### src/rtl/sequence_generator_if.sv
// sequence_generator_if -- bundle between a sequence_generator and whatever
// drives it.
//
// Signals:
//   start     request to begin a transmission
//   pattern   PW-bit pattern, sent MSB-first from bit len-1
//   len       pattern bits per repetition, 0..PW (larger values clamp to PW)
//   rpt       repetition count, 0 behaves as 1
//   gap       idle cycles between repetitions
//   x         serial bit stream (0 whenever frame is 0)
//   frame     x carries a pattern bit this cycle
//   busy      transmission in progress
//   done      one-cycle completion pulse
//   dbg_state current FSM state (0 IDLE, 1 SEND, 2 GAP), for checkers
//
// Handshake: start is a one-way request with no ready signal. It is taken
// only on a rising edge where busy is 0, including the done cycle. While
// busy is 1, start is ignored. pattern/len/rpt/gap are sampled only on that
// accepting edge.
interface sequence_generator_if #(
    parameter int PW = 8
);
    localparam int LW = $clog2(PW) + 1;

    logic          start;
    logic [PW-1:0] pattern;
    logic [LW-1:0] len;
    logic [3:0]    rpt;
    logic [3:0]    gap;
    logic          x;
    logic          frame;
    logic          busy;
    logic          done;
    logic [1:0]    dbg_state;

    modport master (
        output start, pattern, len, rpt, gap,
        input  x, frame, busy, done, dbg_state
    );

    modport slave (
        input  start, pattern, len, rpt, gap,
        output x, frame, busy, done, dbg_state
    );
endinterface

### src/rtl/sequence_generator.sv
// sequence_generator -- serialises a latched bit pattern MSB-first.
// Each repetition sends len bits. Repetitions are separated by gap idle
// cycles. A done pulse follows the last bit. All outputs are registered.
//
// Ports:
//   clk    rising-edge clock
//   reset  synchronous active-high reset, wins over start
//   bus    sequence_generator_if.slave (start/pattern/len/rpt/gap in,
//          x/frame/busy/done/dbg_state out)
module sequence_generator #(
    parameter int PW = 8
) (
    input  logic                 clk,
    input  logic                 reset,
    sequence_generator_if.slave  bus
);
    localparam int LW = $clog2(PW) + 1;
    localparam int IW = (PW > 1) ? $clog2(PW) : 1;

    typedef enum logic [1:0] {
        IDLE = 2'd0,
        SEND = 2'd1,
        GAP  = 2'd2
    } state_t;

    state_t        state;
    logic [PW-1:0] pat_q;
    logic [LW-1:0] len_q;
    logic [3:0]    gap_q;
    logic [3:0]    rpt_left;  // repetitions left, counting the one on the wire
    logic [IW-1:0] bit_idx;   // index of the bit currently on x
    logic [3:0]    gap_cnt;   // gap cycles left, counting the current one
    logic          x_q;
    logic          frame_q;
    logic          busy_q;
    logic          done_q;

    logic [LW-1:0] len_c;
    logic [IW-1:0] top_in;
    logic [IW-1:0] top_q;

    // Clamp len to PW. The first-bit index is taken straight from the inputs,
    // so bit len-1 is on x in the cycle right after acceptance.
    assign len_c  = (bus.len > LW'(PW)) ? LW'(PW) : bus.len;
    assign top_in = IW'(len_c - LW'(1));
    assign top_q  = IW'(len_q - LW'(1));

    always_ff @(posedge clk) begin
        if (reset) begin
            state    <= IDLE;
            pat_q    <= '0;
            len_q    <= '0;
            gap_q    <= '0;
            rpt_left <= '0;
            bit_idx  <= '0;
            gap_cnt  <= '0;
            x_q      <= 1'b0;
            frame_q  <= 1'b0;
            busy_q   <= 1'b0;
            done_q   <= 1'b0;
        end else begin
            done_q <= 1'b0;
            case (state)
                IDLE: begin
                    if (bus.start) begin
                        pat_q    <= bus.pattern;
                        len_q    <= len_c;
                        gap_q    <= bus.gap;
                        rpt_left <= (bus.rpt == 4'd0) ? 4'd1 : bus.rpt;
                        if (len_c != '0) begin
                            state   <= SEND;
                            bit_idx <= top_in;
                            x_q     <= bus.pattern[top_in];
                            frame_q <= 1'b1;
                            busy_q  <= 1'b1;
                        end else begin
                            // Empty pattern: complete immediately, never busy.
                            done_q <= 1'b1;
                        end
                    end
                end
                SEND: begin
                    if (bit_idx != '0) begin
                        bit_idx <= bit_idx - 1'b1;
                        x_q     <= pat_q[bit_idx - 1'b1];
                    end else if (rpt_left > 4'd1) begin
                        rpt_left <= rpt_left - 4'd1;
                        if (gap_q != 4'd0) begin
                            state   <= GAP;
                            gap_cnt <= gap_q;
                            x_q     <= 1'b0;
                            frame_q <= 1'b0;
                        end else begin
                            // Back-to-back repetition: restart at the top bit.
                            bit_idx <= top_q;
                            x_q     <= pat_q[top_q];
                        end
                    end else begin
                        state   <= IDLE;
                        x_q     <= 1'b0;
                        frame_q <= 1'b0;
                        busy_q  <= 1'b0;
                        done_q  <= 1'b1;
                    end
                end
                GAP: begin
                    if (gap_cnt == 4'd1) begin
                        state   <= SEND;
                        bit_idx <= top_q;
                        x_q     <= pat_q[top_q];
                        frame_q <= 1'b1;
                    end else begin
                        gap_cnt <= gap_cnt - 4'd1;
                    end
                end
                default: begin
                    state   <= IDLE;
                    x_q     <= 1'b0;
                    frame_q <= 1'b0;
                    busy_q  <= 1'b0;
                end
            endcase
        end
    end

    assign bus.x         = x_q;
    assign bus.frame     = frame_q;
    assign bus.busy      = busy_q;
    assign bus.done      = done_q;
    assign bus.dbg_state = state;
endmodule

### src/flat_wrapper.sv
// flat-port wrapper written by rule: the top's interface ports become plain ports
module sequence_generator_flat 
#(
    parameter int PW = 8
)
  (clk, reset, bus_start, bus_pattern, bus_len, bus_rpt, bus_gap, bus_x, bus_frame, bus_busy, bus_done, bus_dbg_state);
  sequence_generator_if #(.PW(PW)) bus_i ();
  input  logic clk;
  input  logic reset;
  input wire logic [$bits(bus_i.start)-1:0] bus_start;
  input wire logic [$bits(bus_i.pattern)-1:0] bus_pattern;
  input wire logic [$bits(bus_i.len)-1:0] bus_len;
  input wire logic [$bits(bus_i.rpt)-1:0] bus_rpt;
  input wire logic [$bits(bus_i.gap)-1:0] bus_gap;
  output wire logic [$bits(bus_i.x)-1:0] bus_x;
  output wire logic [$bits(bus_i.frame)-1:0] bus_frame;
  output wire logic [$bits(bus_i.busy)-1:0] bus_busy;
  output wire logic [$bits(bus_i.done)-1:0] bus_done;
  output wire logic [$bits(bus_i.dbg_state)-1:0] bus_dbg_state;
  assign bus_i.start = bus_start;
  assign bus_i.pattern = bus_pattern;
  assign bus_i.len = bus_len;
  assign bus_i.rpt = bus_rpt;
  assign bus_i.gap = bus_gap;
  assign bus_x = bus_i.x;
  assign bus_frame = bus_i.frame;
  assign bus_busy = bus_i.busy;
  assign bus_done = bus_i.done;
  assign bus_dbg_state = bus_i.dbg_state;
  sequence_generator #(.PW(PW)) u_core (.clk(clk), .reset(reset), .bus(bus_i));
endmodule
### config.mk
export PLATFORM = sky130hd
export DESIGN_NAME = sequence_generator_flat
export DESIGN_NICKNAME = d
export VERILOG_FILES = /design/src/rtl/sequence_generator_if.sv /design/src/rtl/sequence_generator.sv /design/src/flat_wrapper.sv
export SDC_FILE = /design/constraint.sdc
export NUM_CORES = 1
export LEC_CHECK = 0
export BUFFER_PORTS_ARGS = -buffer_cell sky130_fd_sc_hd__buf_2
export CAP_MARGIN = 20
export CORE_ASPECT_RATIO = 1.1
export CORE_MARGIN = 2
export CORE_UTILIZATION = 30
export CTS_CLUSTER_DIAMETER = 150
export DETAILED_ROUTE_END_ITERATION = 12
export SKIP_CTS_REPAIR_TIMING = 1
export SLEW_MARGIN = 20
export SYNTH_ARGS = -nofsm -noshare
export SYNTH_HDL_FRONTEND = slang
export SYNTH_SLANG_ARGS = --single-unit
### constraint.sdc
create_clock -name clk -period 2.2 [get_ports clk]
set_input_delay 0.44 -clock clk [delete_from_list [all_inputs] [get_ports clk]]
set_output_delay 0.44 -clock clk [all_outputs]
set_load 0.05 [all_outputs]
==> results by stage, run 1 <==
Global route:
- The first global-routing pass estimated 8390 um of wire.
- Global routing used 22.0% of the available met2 tracks.
- The remaining global-route overflow is 0.
- Global routing consumed, on the met3 layer, 2.60% of the routing resources.
- The pin count of the biggest net entering global routing is 21.
- The number of global-route vias before repair is 1,825.
- The routing usage on met1 is 18.9%.
- The number of antenna violations at the first check in global routing is 0.
- The total routing usage reported by global routing is 14.1%.
- The layer flagged by global routing as most heavily used is met2.

Placement:
- Summed over all nets, the half-perimeter wirelength after detailed placement is 3860 um.
- The weighted congestion at the end of routability-driven global placement is 0.814.
- The post-placement setup slack is -0.0280 ns.
- The number of placed instances with taps included is 371.
- Input and output buffers added on the ports amount to 28.

Route:
- The final route contains 1,923 vias.
- The post-detailed-route wirelength per cell is 13.1 um.
- For this block, the routed nets add up to 4980 um of wire.
- After detailed routing, the number of remaining DRC violations is 0.
- The first-pass iteration count of the detailed router is 4.
- The per-cell via count in the routed design is 5.07.
- The number of violations reported at the end of detailed-routing iteration 0 is 84.
- The number of nets still failing antenna checks after routing is 0.

Yosys:
- Counting flops with a built-in enable in the synthesized netlist gives 0.
- The register bit total from synthesis is 32.
- Counting every net in the synthesized netlist gives 288.
- After synthesis the cells add up to 2030 um^2.
- Yosys mapped the design onto 47 distinct sky130hd cell types.
- The proportion of synthesized flip-flops having asynchronous set or reset is 0%.
- The Yosys step of the flow raised 0 warnings.
- The average size of a mapped cell is 8.07 um^2.
- The compound-gate portion of the synthesized area is 21.8%.
- By area, the combinational part of the netlist is dominated by simple AND/OR/NAND/NOR gates.
- The multiplexer fraction of the synthesized cell area is 9.72%.
- Sequential elements use 31.5% of the synthesized area.
- After Yosys synthesis, full adders, half adders and majority gates account for 8.00% of the synthesized area.
- The most common flop cell mapped by yosys is dfxtp_1.
- Of the total synthesized cell area, the portion taken by AND, OR, NAND and NOR gates is 23.5%.
- Synthesis produced a netlist whose cell count is 252.
- Summing the areas of all xor and xnor instances in the mapped netlist gives 0.861% of the synthesized area.

Cells and area:
- In the layout the commonest cells are 36 x nand2_1, 32 x dfxtp_1, 29 x a21oi_1.
- The share of final-layout standard cells stronger than drive strength 1 is 25.3%.
- The repair_antennas step left the layout with diodes totalling 0.
- The layout has 696 filler cells.
- The number of nets in the finished design is 332.
- The layout-stage area growth over the synthesis result is 23.4%.
- The library cell used most frequently in the layout, excluding fill and tap cells, is nand2_1.
- The final cell count without fillers is 379.

Power:
- The static leakage is 1.02 nW.
- The worst supply voltage drop on vdd is 0.427 mV.
- The areal power density over the cells is 1260 nW/um^2.

Worst setup path:
- The worst endpoint data arrival time is 2.29 ns.
- The launch instance of the worst register-to-register path is u_core.gap_cnt[1].
- The critical-path cell with the highest stage delay is or4_1.
- The signal on the critical path passes through inv_1, ha_1, or3b_1, and2_4, or2_4, or4_1, a21oi_1.
- The type of origin of the critical path is a flip-flop.
- For this run, the slowest stage of the critical path takes 0.50 ns.
- The maximum net fanout on the critical path is 6.
- Counting both buffers and inverters, the worst setup path holds a total of 1.
- The number of cells on the worst reg-to-reg path is 7.
- The path type of the worst setup path is reg2reg.
- The terminus of the critical flop-to-flop path is u_core.bus.dbg_state[0].
- The worst setup path is captured at a flip-flop.
- STA puts the critical path data required time at 2.42 ns.
- Setup slack on the worst reg-to-reg path comes out at 0.12 ns.
- On the critical path the largest part of the delay comes from simple AND/OR/NAND/NOR gates.

STA:
- At the pin with the least slew margin, the transition time is 0.542 ns.
- Headroom to the max-slew limit came out at 63.8%.
- The number of hold violations in the final report was 0.
- The clock period minus final worst setup slack is 2.08 ns.
- The aggregate negative setup slack is 0 ns.
- Between clock sinks in the finished design, the worst skew comes to 0.00510 ns.
- Setup repair after global routing could not meet its margin everywhere.
- The worst path uses 94.3% of the clock period.
- The worst-case setup margin in the final layout is 0.125 ns.
- The maximum operating frequency is 482 MHz.
- The number of max-slew violations in the final report is 0.
- Setup violations remaining at the end of the flow were counted as 0.
- Final hold analysis gives a worst-case slack of 0.387 ns.

Outcome:
- The flow ran to the end, and the final reports show no timing, DRC or antenna violations.

Clock tree:
- The number of H-tree branching levels is 2.
- The clock passes through at most 2 buffers.
- The CTS tree is yes.
- The post-CTS clock slew at the launch and capture registers of the worst setup and hold paths is 0.07 ns.
- In this run the clock root is driven by a clkbuf_8.
- The clock drives 32 sinks.
- Buffers inserted during clock tree synthesis total 5.
- The clock latency at the later pin of the worst-skew pair is 0.29 ns.

Floorplan:
- For this design the top-level I/O count stands at 29.
- The floorplan step defined a core boundary enclosing 6590 um^2.
- From left edge to right edge, the die measures 82.5 um.
- For this configuration, the core starts out at a cell density of 30.9%.
- The die outline area is 7460 um^2.
- The vertical die dimension is 90.4 um.
- The initialized floorplan defines 31 standard-cell rows.

Worst hold path:
- The destination of the worst hold path is u_core.gap_q[1].
- In this run the most critical hold path is launched from bus_gap[1].
- The hold path depth is 3.
- The class of the tightest hold or removal check is in2reg.

Job:
- The number of maximum-capacitance violations is 0.
## flip-flops by register name, indices dropped and copies added, names as in the netlist
name	flops
u_core.bus.done	1
u_core.bus.dbg_state	2
u_core.bit_idx	3
u_core.pat_q	8
u_core.bus.busy	1
u_core.bus.x	1
u_core.len_q	3
u_core.gap_cnt	4
u_core.gap_q	4
u_core.rpt_left	4
u_core.bus.frame	1
## power breakdown
| group | internal [mW] | total (mW) | switching (mW) |
|---|---|---|---|
| Sequential | 0.730 | 0.862 | 0.133 |
| Combinational | 0.706 | 1.66 | 0.957 |
| Clock | 0.400 | 0.629 | 0.229 |
## through the flow
step	power [mW]	instance area (um^2)	util, %
6_report	3.15	2510	38.1
4_1_cts	3.18	2510	38.1
3_5_place_dp	2.54	2380	36.2
3_3_place_gp	2.52	2380	36.2
2_1_floorplan	2.06	2040	-
5_1_grt	3.41	2510	38.1
## worst register-to-register path, stage by stage, from the launching register on
cell	delay [ns]
dfxtp_1	0.33
inv_1	0.08
ha_1	0.13
or3b_1	0.36
and2_4	0.19
or2_4	0.27
or4_1	0.50
a21oi_1	0.15
## kinds of logic after synthesis
| family | after synthesis |
|---|---|
| xor+xnor | 2 |
| buf+inv | 25 |
| simple gates | 98 |
| fa+ha+maj | 13 |
| compound gates | 69 |
| mux | 13 |
| flops | 32 |
## worst max path at each step
stage,slack (ns),endpoint,depth (start not counted),startpoint
detailed placement,-0.03,u_core.bus.dbg_state[0],9,bus_len[3]
floorplan,0.008,u_core.bus.dbg_state[0],7,u_core.bus.dbg_state[0]
global placement,0.02,u_core.bus.dbg_state[0],8,bus_len[3]
finish,0.12,u_core.bus.dbg_state[0],7,u_core.gap_cnt[1]
CTS,0.11,u_core.bus.dbg_state[0],7,u_core.gap_cnt[1]
global route,-0.03,u_core.bit_idx[2],7,u_core.gap_cnt[1]
## per-layer routing
metal	routed length, um	up-vias
met4	71	0
li1	-	986
met2	2330	41
met1	2360	888
met3	226	8
met5	0	-
## cells in the mapped netlist, types with 2 or more instances
cell type  instances  area, um^2
a211oi_1           3        22.5
a311oi_1           2        17.5
o221ai_1           2        17.5
or2_2              3        18.8
a21oi_1           29         145
o31ai_1            2        15.0
nand3_1            9        45.0
nor2b_1            7        43.8
mux2_2             4        45.0
inv_1             15        56.3
nor3b_1            2        15.0
a21boi_0           2        15.0
nor3_1             3        15.0
dfxtp_1           32         641
mux2i_1            4        40.0
nand2b_1           7        43.8
ha_1              13         163
nor4_1             4        25.0
a32oi_1            2        17.5
mux4_2             5         113
nand2_1           36         135
a21bo_2            2        20.0
nor2_1            19        71.3
a211o_1            2        17.5
clkbuf_1          10        37.5
o21ai_0           11        55.1
a21o_1             2        15.0
## cell type report
type / count / area [um^2] / share of cell area [%]
clock inverters: 1 / 30.0 / 1.20
inverters: 15 / 56.3 / 2.24
clock buffers: 7 / 96.3 / 3.84
flip-flops and latches: 32 / 641 / 25.5
well taps: 82 / 103 / 4.09
repair buffers: 47 / 283 / 11.3
multi-input cells: 195 / 1300 / 51.9
Note: power is estimated with default switching activity, not from simulation.
==> run 2, diff against run 1 <==
--- a/config.mk
+++ b/config.mk
@@ -7,7 +7,7 @@
 export LEC_CHECK = 0
 export BUFFER_PORTS_ARGS = -buffer_cell sky130_fd_sc_hd__buf_2
 export CAP_MARGIN = 20
-export CORE_ASPECT_RATIO = 1.1
+export CORE_ASPECT_RATIO = 2
 export CORE_MARGIN = 2
 export CORE_UTILIZATION = 30
 export CTS_CLUSTER_DIAMETER = 150
==> run 2 against run 1 <==
- count of clock-buffer cells in the layout up 1
- sequential cell count did not move
- combinational power grew 4%
- critical path depth grew 1
- clock skew about the same
- critical endpoint is now u_core.bit_idx[2]
- largest cell class unchanged
- largest power group unchanged
- highest routed layer unchanged
==> results by stage, run 2 (synthesized netlist as in run 1, its figures left out) <==
STA:
- The clock period minus final worst setup slack came to 2.09 ns (was 2.08 ns).
- The final setup skew is 0.00466 ns (was 0.00510 ns).
- The number of hold violations in the final report was 0 (unchanged).
- The pin slew with the least headroom to its limit is 0.552 ns (was 0.542 ns).
- The maximum operating frequency is 479 MHz (was 482 MHz).
- The number of max-slew violations in the final report was 0 (unchanged).
- The share of the cycle needed by the critical path after routing came to 95.0% (was 94.3%).
- The remaining max-slew budget at the tightest pin is 63.1% (was 63.8%).
- Setup repair after global routing missed its margin: yes (unchanged).
- The total setup violations reported at the end of the flow is 0 (unchanged).
- The worst-case setup margin in the final layout is 0.110 ns (was 0.125 ns).

Route:
- The number of nets still failing antenna checks after routing is 0 (unchanged).
- The per-cell via count in the routed design is 5.06 (was 5.07).
- The routed wire length was 5470 um (was 4980 um).
- The via count is 1,952 (was 1,923).
- The number of violations reported at the end of detailed-routing iteration 0 came to 70 (was 84).
- The first-pass iteration count of the detailed router is 4 (unchanged).
- The post-detailed-route wirelength per cell is 14.2 um (was 13.1 um).
- The post-route DRC violation count came to 0 (unchanged).

Floorplan:
- The initial cell density of the core is 31.0% (was 30.9%).
- The I/O pin total is 29 (unchanged).
- The placeable core region was 6570 um^2 (was 6590 um^2).
- The die outline area is 7500 um^2 (was 7460 um^2).
- The die outline width is 62.2 um (was 82.5 um).
- The vertical die dimension is 120 um (was 90.4 um).
- The row count is 42 (was 31).

Global route:
- The global-route wire length before repair is 9290 um (was 8390 um).
- The total routing usage reported by global routing is 15.7% (was 14.1%).
- The number of antenna violations at the first check in global routing is 0 (unchanged).
- The number of global-route vias before repair is 1,993 (was 1,825).
- The pin count of the biggest net entering global routing came to 22 (was 21).
- The remaining global-route overflow is 0 (unchanged).

Cells and area:
- The most flop-heavy register is u_core.pat_q (unchanged).
- The area occupied by multi-input gates is 1310 um^2 (was 1300 um^2).
- The storage element area is 641 um^2 (unchanged).
- Most frequent cells in the layout: 36 x nand2_1, 32 x dfxtp_1, 28 x a21oi_1, 28 x buf_2, 20 x buf_4 (was 36 x nand2_1, 32 x dfxtp_1, 29 x a21oi_1).
- The final cell count without fillers is 386 (was 379).
- The number of fill cells is 725 (was 696).
- The final instance area is 2550 um^2 (was 2510 um^2).
- The share of final-layout standard cells stronger than drive strength 1 is 25.5% (was 25.3%).
- The layout-stage area growth over the synthesis result is 25.5% (was 23.4%).
- The antenna cell count is 0 (unchanged).
- The most common library cell in the layout ignoring fill and taps is nand2_1 (unchanged).
- The final core utilization was 38.9% (was 38.1%).
- The number of nets in the finished design is 333 (was 332).
- The flip-flop count of the largest register, all copies and words added is 8 (unchanged).

Worst hold path:
- The worst hold path startpoint is bus_gap[2] (was bus_gap[1]).
- The destination of the worst hold path is u_core.gap_q[2] (was u_core.gap_q[1]).
- The hold path depth was 3 (unchanged).
- The class of the tightest hold or removal check was in2reg (unchanged).

Worst setup path:
- The maximum net fanout on the critical path is 6 (unchanged).
- The path type of the worst setup path is reg2reg (unchanged).
- The slack of the worst reg-to-reg path was 0.11 ns (was 0.12 ns).
- The worst endpoint data arrival time is 2.31 ns (was 2.29 ns).
- The nature of the critical path endpoint is a flip-flop (unchanged).
- The worst path required time was 2.42 ns (about the same).
- The number of cells on the worst reg-to-reg path is 8 (was 7).
- The type of origin of the critical path is a flip-flop (unchanged).
- The launch instance of the worst register-to-register path is u_core.rpt_left[0] (was u_core.gap_cnt[1]).
- The terminus of the critical flop-to-flop path is u_core.bit_idx[2] (was u_core.bus.dbg_state[0]).

Clock tree:
- The clock root buffer master is clkbuf_16 (was clkbuf_8).
- The number of buffers between clock root and the deepest sink was 2 (unchanged).
- The total CTS buffers is 5 (unchanged).
- The CTS tree is yes (unchanged).
- The total clock sinks is 32 (unchanged).
- The clock latency at the later pin of the worst-skew pair came to 0.28 ns (was 0.29 ns).
- The post-CTS clock slew at the launch and capture registers of the worst setup and hold paths was 0.05 ns (was 0.07 ns).
- The number of H-tree branching levels came to 2 (unchanged).

Outcome:
- Result of the run: completed (unchanged).

Power:
- The static leakage was 1.04 nW (was 1.02 nW).
- The worst supply voltage drop on vdd is 0.433 mV (was 0.427 mV).
- The areal power density over the cells was 1290 nW/um^2 (was 1260 nW/um^2).

Placement:
- The number of placed instances with taps included was 378 (was 371).
- The post-placement setup slack was -0.0806 ns (was -0.0280 ns).
- The number of buffers added on ports came to 28 (unchanged).
- The instance area at placement was 2400 um^2 (was 2380 um^2).
- The placed wire-length estimate after detailed placement is 4400 um (was 3860 um).
- The weighted congestion at the end of routability-driven global placement is 0.850 (was 0.814).

Job:
- The number of maximum-capacitance violations is 0 (unchanged).
==> run 2: report_power, final <==
part / switching (mW) / leakage, nW / total [mW] / internal [mW]
combinational: 0.984 / 0.702 / 1.72 / 0.738
sequential: 0.143 / 0.263 / 0.874 / 0.731
clock: 0.251 / 0.0712 / 0.702 / 0.451
total: 1.38 / 1.04 / 3.30 / 1.92
==> run 2: per-stage QoR <==
stage / setup TNS, ns / hold WS (ns) / power (mW)
after CTS: 0 / 0.399 / 3.30
after floorplan: 0 / 0.443 / 2.06
after global placement: 0 / 0.455 / 2.57
after global routing: -0.178 / 0.420 / 3.54
final: 0 / 0.397 / 3.30
after detailed placement: -0.171 / 0.462 / 2.59
==> run 2: how the worst max path moves through the flow <==
stage                            startpoint                 endpoint  depth (start not counted)
floorplan           u_core.bus.dbg_state[0]  u_core.bus.dbg_state[0]                          7
global placement                 bus_len[3]        u_core.bit_idx[2]                          9
detailed placement               bus_len[3]        u_core.bit_idx[2]                          9
CTS                      u_core.rpt_left[0]        u_core.gap_cnt[0]                          8
global route             u_core.rpt_left[0]        u_core.bit_idx[2]                          8
finish                   u_core.rpt_left[0]        u_core.bit_idx[2]                          8
==> run 2: cell type report <==
type                    count  share of cell area [%]
multi-input cells         195                    51.3
flip-flops and latches     32                    25.1
repair buffers             48                    11.4
clock buffers               8                    5.73
well taps                  88                    4.31
inverters                  15                    2.20
==> run 2: worst max-delay path, stage by stage, from the launching register on <==
cell,delay [ns]
dfxtp_1,0.42
inv_1,0.07
ha_1,0.21
buf_4,0.14
nor2_1,0.14
o31ai_1,0.12
a2111oi_2,0.54
o221ai_1,0.23
a21oi_1,0.16
==> run 2: layer usage <==
| layer | vias to the layer above | GRT usage [%] | wire [um] |
|---|---|---|---|
| li1 | 986 | - | - |
| met1 | 910 | 15.2 | 1960 |
| met2 | 47 | 31.6 | 3190 |
| met3 | 9 | 2.05 | 172 |
| met4 | 0 | 7.92 | 146 |
| met5 | - | 0 | 0 |
==> run 3, diff against run 2 <==
--- a/config.mk
+++ b/config.mk
@@ -12,6 +12,7 @@
 export CORE_UTILIZATION = 30
 export CTS_CLUSTER_DIAMETER = 150
 export DETAILED_ROUTE_END_ITERATION = 12
+export PLACE_DENSITY = 0.61
 export SKIP_CTS_REPAIR_TIMING = 1
 export SLEW_MARGIN = 20
 export SYNTH_ARGS = -nofsm -noshare
==> run 3 against run 2 <==
- sequential share of layout area down 0.24 points
- utilization up 0.38 points
- non-clock buffer count increased by 2
- clock power increased by 11%
- critical endpoint is now u_core.bus.dbg_state[0]
- largest cell class unchanged
- highest routed layer unchanged
==> results by stage, run 3 (synthesized netlist as in run 1, its figures left out) <==
Outcome:
- Result of the run: completed (unchanged).

Route:
- The number of violations reported at the end of detailed-routing iteration 0 is 79 (was 70).
- The post-detailed-route wirelength per cell is 14.4 um (was 14.2 um).
- The first-pass iteration count of the detailed router is 4 (unchanged).
- The per-cell via count in the routed design was 5.09 (was 5.06).
- The via count is 1,975 (was 1,952).
- The number of nets still failing antenna checks after routing is 0 (unchanged).
- The post-route DRC violation count is 0 (unchanged).
- The routed wire length is 5570 um (was 5470 um).

Floorplan:
- The row count is 42 (unchanged).
- The I/O pin total came to 29 (unchanged).
- The vertical die dimension is 120 um (unchanged).
- The die outline width was 62.2 um (unchanged).
- The initial cell density of the core is 31.0% (unchanged).
- The placeable core region came to 6570 um^2 (unchanged).
- The die outline area is 7500 um^2 (unchanged).

Placement:
- The weighted congestion at the end of routability-driven global placement is 0.868 (was 0.850).
- The number of buffers added on ports is 28 (unchanged).
- The number of placed instances with taps included is 380 (was 378).
- The placed wire-length estimate after detailed placement was 4520 um (was 4400 um).

Global route:
- The number of antenna violations at the first check in global routing was 0 (unchanged).
- The total routing usage reported by global routing was 16.0% (was 15.7%).
- The remaining global-route overflow is 0 (unchanged).
- The number of global-route vias before repair was 1,941 (was 1,993).
- The global-route wire length before repair is 9280 um (was 9290 um).
- The pin count of the biggest net entering global routing came to 21 (was 22).

Worst setup path:
- The type of origin of the critical path is a flip-flop (unchanged).
- The maximum net fanout on the critical path is 6 (unchanged).
- The critical-path cell with the highest stage delay is or4_1 (was a2111oi_2).
- The largest incremental delay on the critical path is 0.50 ns (was 0.54 ns).
- The path type of the worst setup path is reg2reg (unchanged).
- The launch instance of the worst register-to-register path is u_core.gap_cnt[1] (was u_core.rpt_left[0]).
- The launch point of the worst path is u_core.gap_cnt[1] (was u_core.rpt_left[0]).
- The nature of the critical path endpoint was a flip-flop (unchanged).
- CP Cell Sequence: inv_1, ha_1, or3b_1, and2_4, or2_4, or4_1, a21oi_1 (was inv_1, ha_1, buf_4, nor2_1, o31ai_1, a2111oi_2, o221ai_1, a21oi_1).
- The worst path required time is 2.41 ns (was 2.42 ns).
- The buffer and inverter count on the worst path is 1 (was 2).
- The worst endpoint data arrival time came to 2.29 ns (was 2.31 ns).
- The dominant delay contributor by cell family on the critical path is simple AND/OR/NAND/NOR gates (was compound AO/OA/AOI/OAI gates).

Clock tree:
- The total clock sinks is 32 (unchanged).
- The number of buffers between clock root and the deepest sink is 2 (unchanged).
- The post-CTS clock slew at the launch and capture registers of the worst setup and hold paths is 0.05 ns (about the same).
- The total CTS buffers came to 5 (unchanged).
- The clock latency at the later pin of the worst-skew pair came to 0.28 ns (about the same).
- The number of H-tree branching levels is 2 (unchanged).
- The CTS tree is yes (unchanged).
- The clock root buffer master is clkbuf_16 (unchanged).

STA:
- The total setup violations reported at the end of the flow is 0 (unchanged).
- The share of the cycle needed by the critical path after routing is 94.7% (was 95.0%).
- The final setup skew is 0.00275 ns (was 0.00466 ns).
- The number of max-slew violations in the final report is 0 (unchanged).
- The pin slew with the least headroom to its limit is 0.411 ns (was 0.552 ns).
- The clock period minus final worst setup slack is 2.08 ns (was 2.09 ns).
- The maximum operating frequency is 480 MHz (was 479 MHz).
- Setup repair after global routing missed its margin: no (was yes).
- The number of hold violations in the final report came to 0 (unchanged).
- The remaining max-slew budget at the tightest pin is 72.4% (was 63.1%).

Cells and area:
- The most flop-heavy register is u_core.pat_q (unchanged).
- The storage element area came to 641 um^2 (unchanged).
- The number of nets in the finished design is 335 (was 333).
- The final core utilization is 39.3% (was 38.9%).
- The final cell count without fillers was 388 (was 386).
- The antenna cell count is 0 (unchanged).
- The layout-stage area growth over the synthesis result is 26.8% (was 25.5%).
- The flip-flop count of the largest register, all copies and words added is 8 (unchanged).
- The share of final-layout standard cells stronger than drive strength 1 is 25.7% (was 25.5%).
- The area occupied by multi-input gates is 1300 um^2 (was 1310 um^2).
- Most frequent cells in the layout: 36 x nand2_1, 32 x dfxtp_1, 29 x a21oi_1 (was 36 x nand2_1, 32 x dfxtp_1, 28 x a21oi_1, 28 x buf_2, 20 x buf_4).
- The most common library cell in the layout ignoring fill and taps was nand2_1 (unchanged).
- The number of fill cells is 706 (was 725).

Job:
- The number of maximum-capacitance violations is 0 (unchanged).

Power:
- The areal power density over the cells came to 1310 nW/um^2 (was 1290 nW/um^2).
- The static leakage is 1.05 nW (was 1.04 nW).
- The worst supply voltage drop on vdd came to 0.435 mV (was 0.433 mV).

Worst hold path:
- The class of the tightest hold or removal check is in2reg (unchanged).
- The worst hold path startpoint is bus_gap[0] (was bus_gap[2]).
run 3: routing by layer:
| metal | vias to the layer above | part of all wire, % | GRT usage (%) | wire, um |
|---|---|---|---|---|
| li1 | 987 | - | - | - |
| met1 | 917 | 36 | 15.4 | 1980 |
| met2 | 48 | 56 | 29.8 | 3120 |
| met3 | 23 | 2.8 | 3.07 | 158 |
| met4 | 0 | 5.6 | 11.7 | 313 |
| met5 | - | 0 | 0 | 0 |
run 3: cell type report:
class,count,share of cell area (%)
clock inverter,2,1.36
sequential,32,24.8
timing repair buffer,50,11.8
clock buffer,6,5.00
tap,88,4.27
multi-input combinational,195,50.5
inverter,15,2.18
run 3: worst paths after layout:
path / end / slack, ns / depth (start not counted)
setup reg to reg: u_core.bus.dbg_state[0] / 0.12 / 7
hold / removal: u_core.gap_q[0] / 0.40 / 3
setup / recovery: u_core.bus.dbg_state[0] / 0.12 / 7
hold reg to reg: u_core.pat_q[4] / 0.46 / 2
run 3: where the power goes:
group	total [mW]	leakage (nW)	switching (mW)	internal, mW
Combinational	1.72	0.711	0.993	0.731
Clock	0.781	0.0808	0.249	0.532
Sequential	0.864	0.263	0.133	0.731
run 3: worst min-delay path, stage by stage:
cell and delay (ns):
buf_2 0.09, nand2_1 0.04, a21oi_1 0.05
run 3: per-stage QoR:
stage	cell area, um^2	setup WS (ns)	hold WS, ns	setup TNS [ns]	power (mW)
2_1_floorplan	2040	0.00809	0.443	0	2.06
3_3_place_gp	2410	-0.00161	0.457	-0.00161	2.56
3_5_place_dp	2410	-0.0802	0.461	-0.264	2.60
4_1_cts	2580	0.128	0.393	0	3.40
5_1_grt	2580	0.0154	0.416	0	3.63
6_report	2580	0.116	0.396	0	3.37
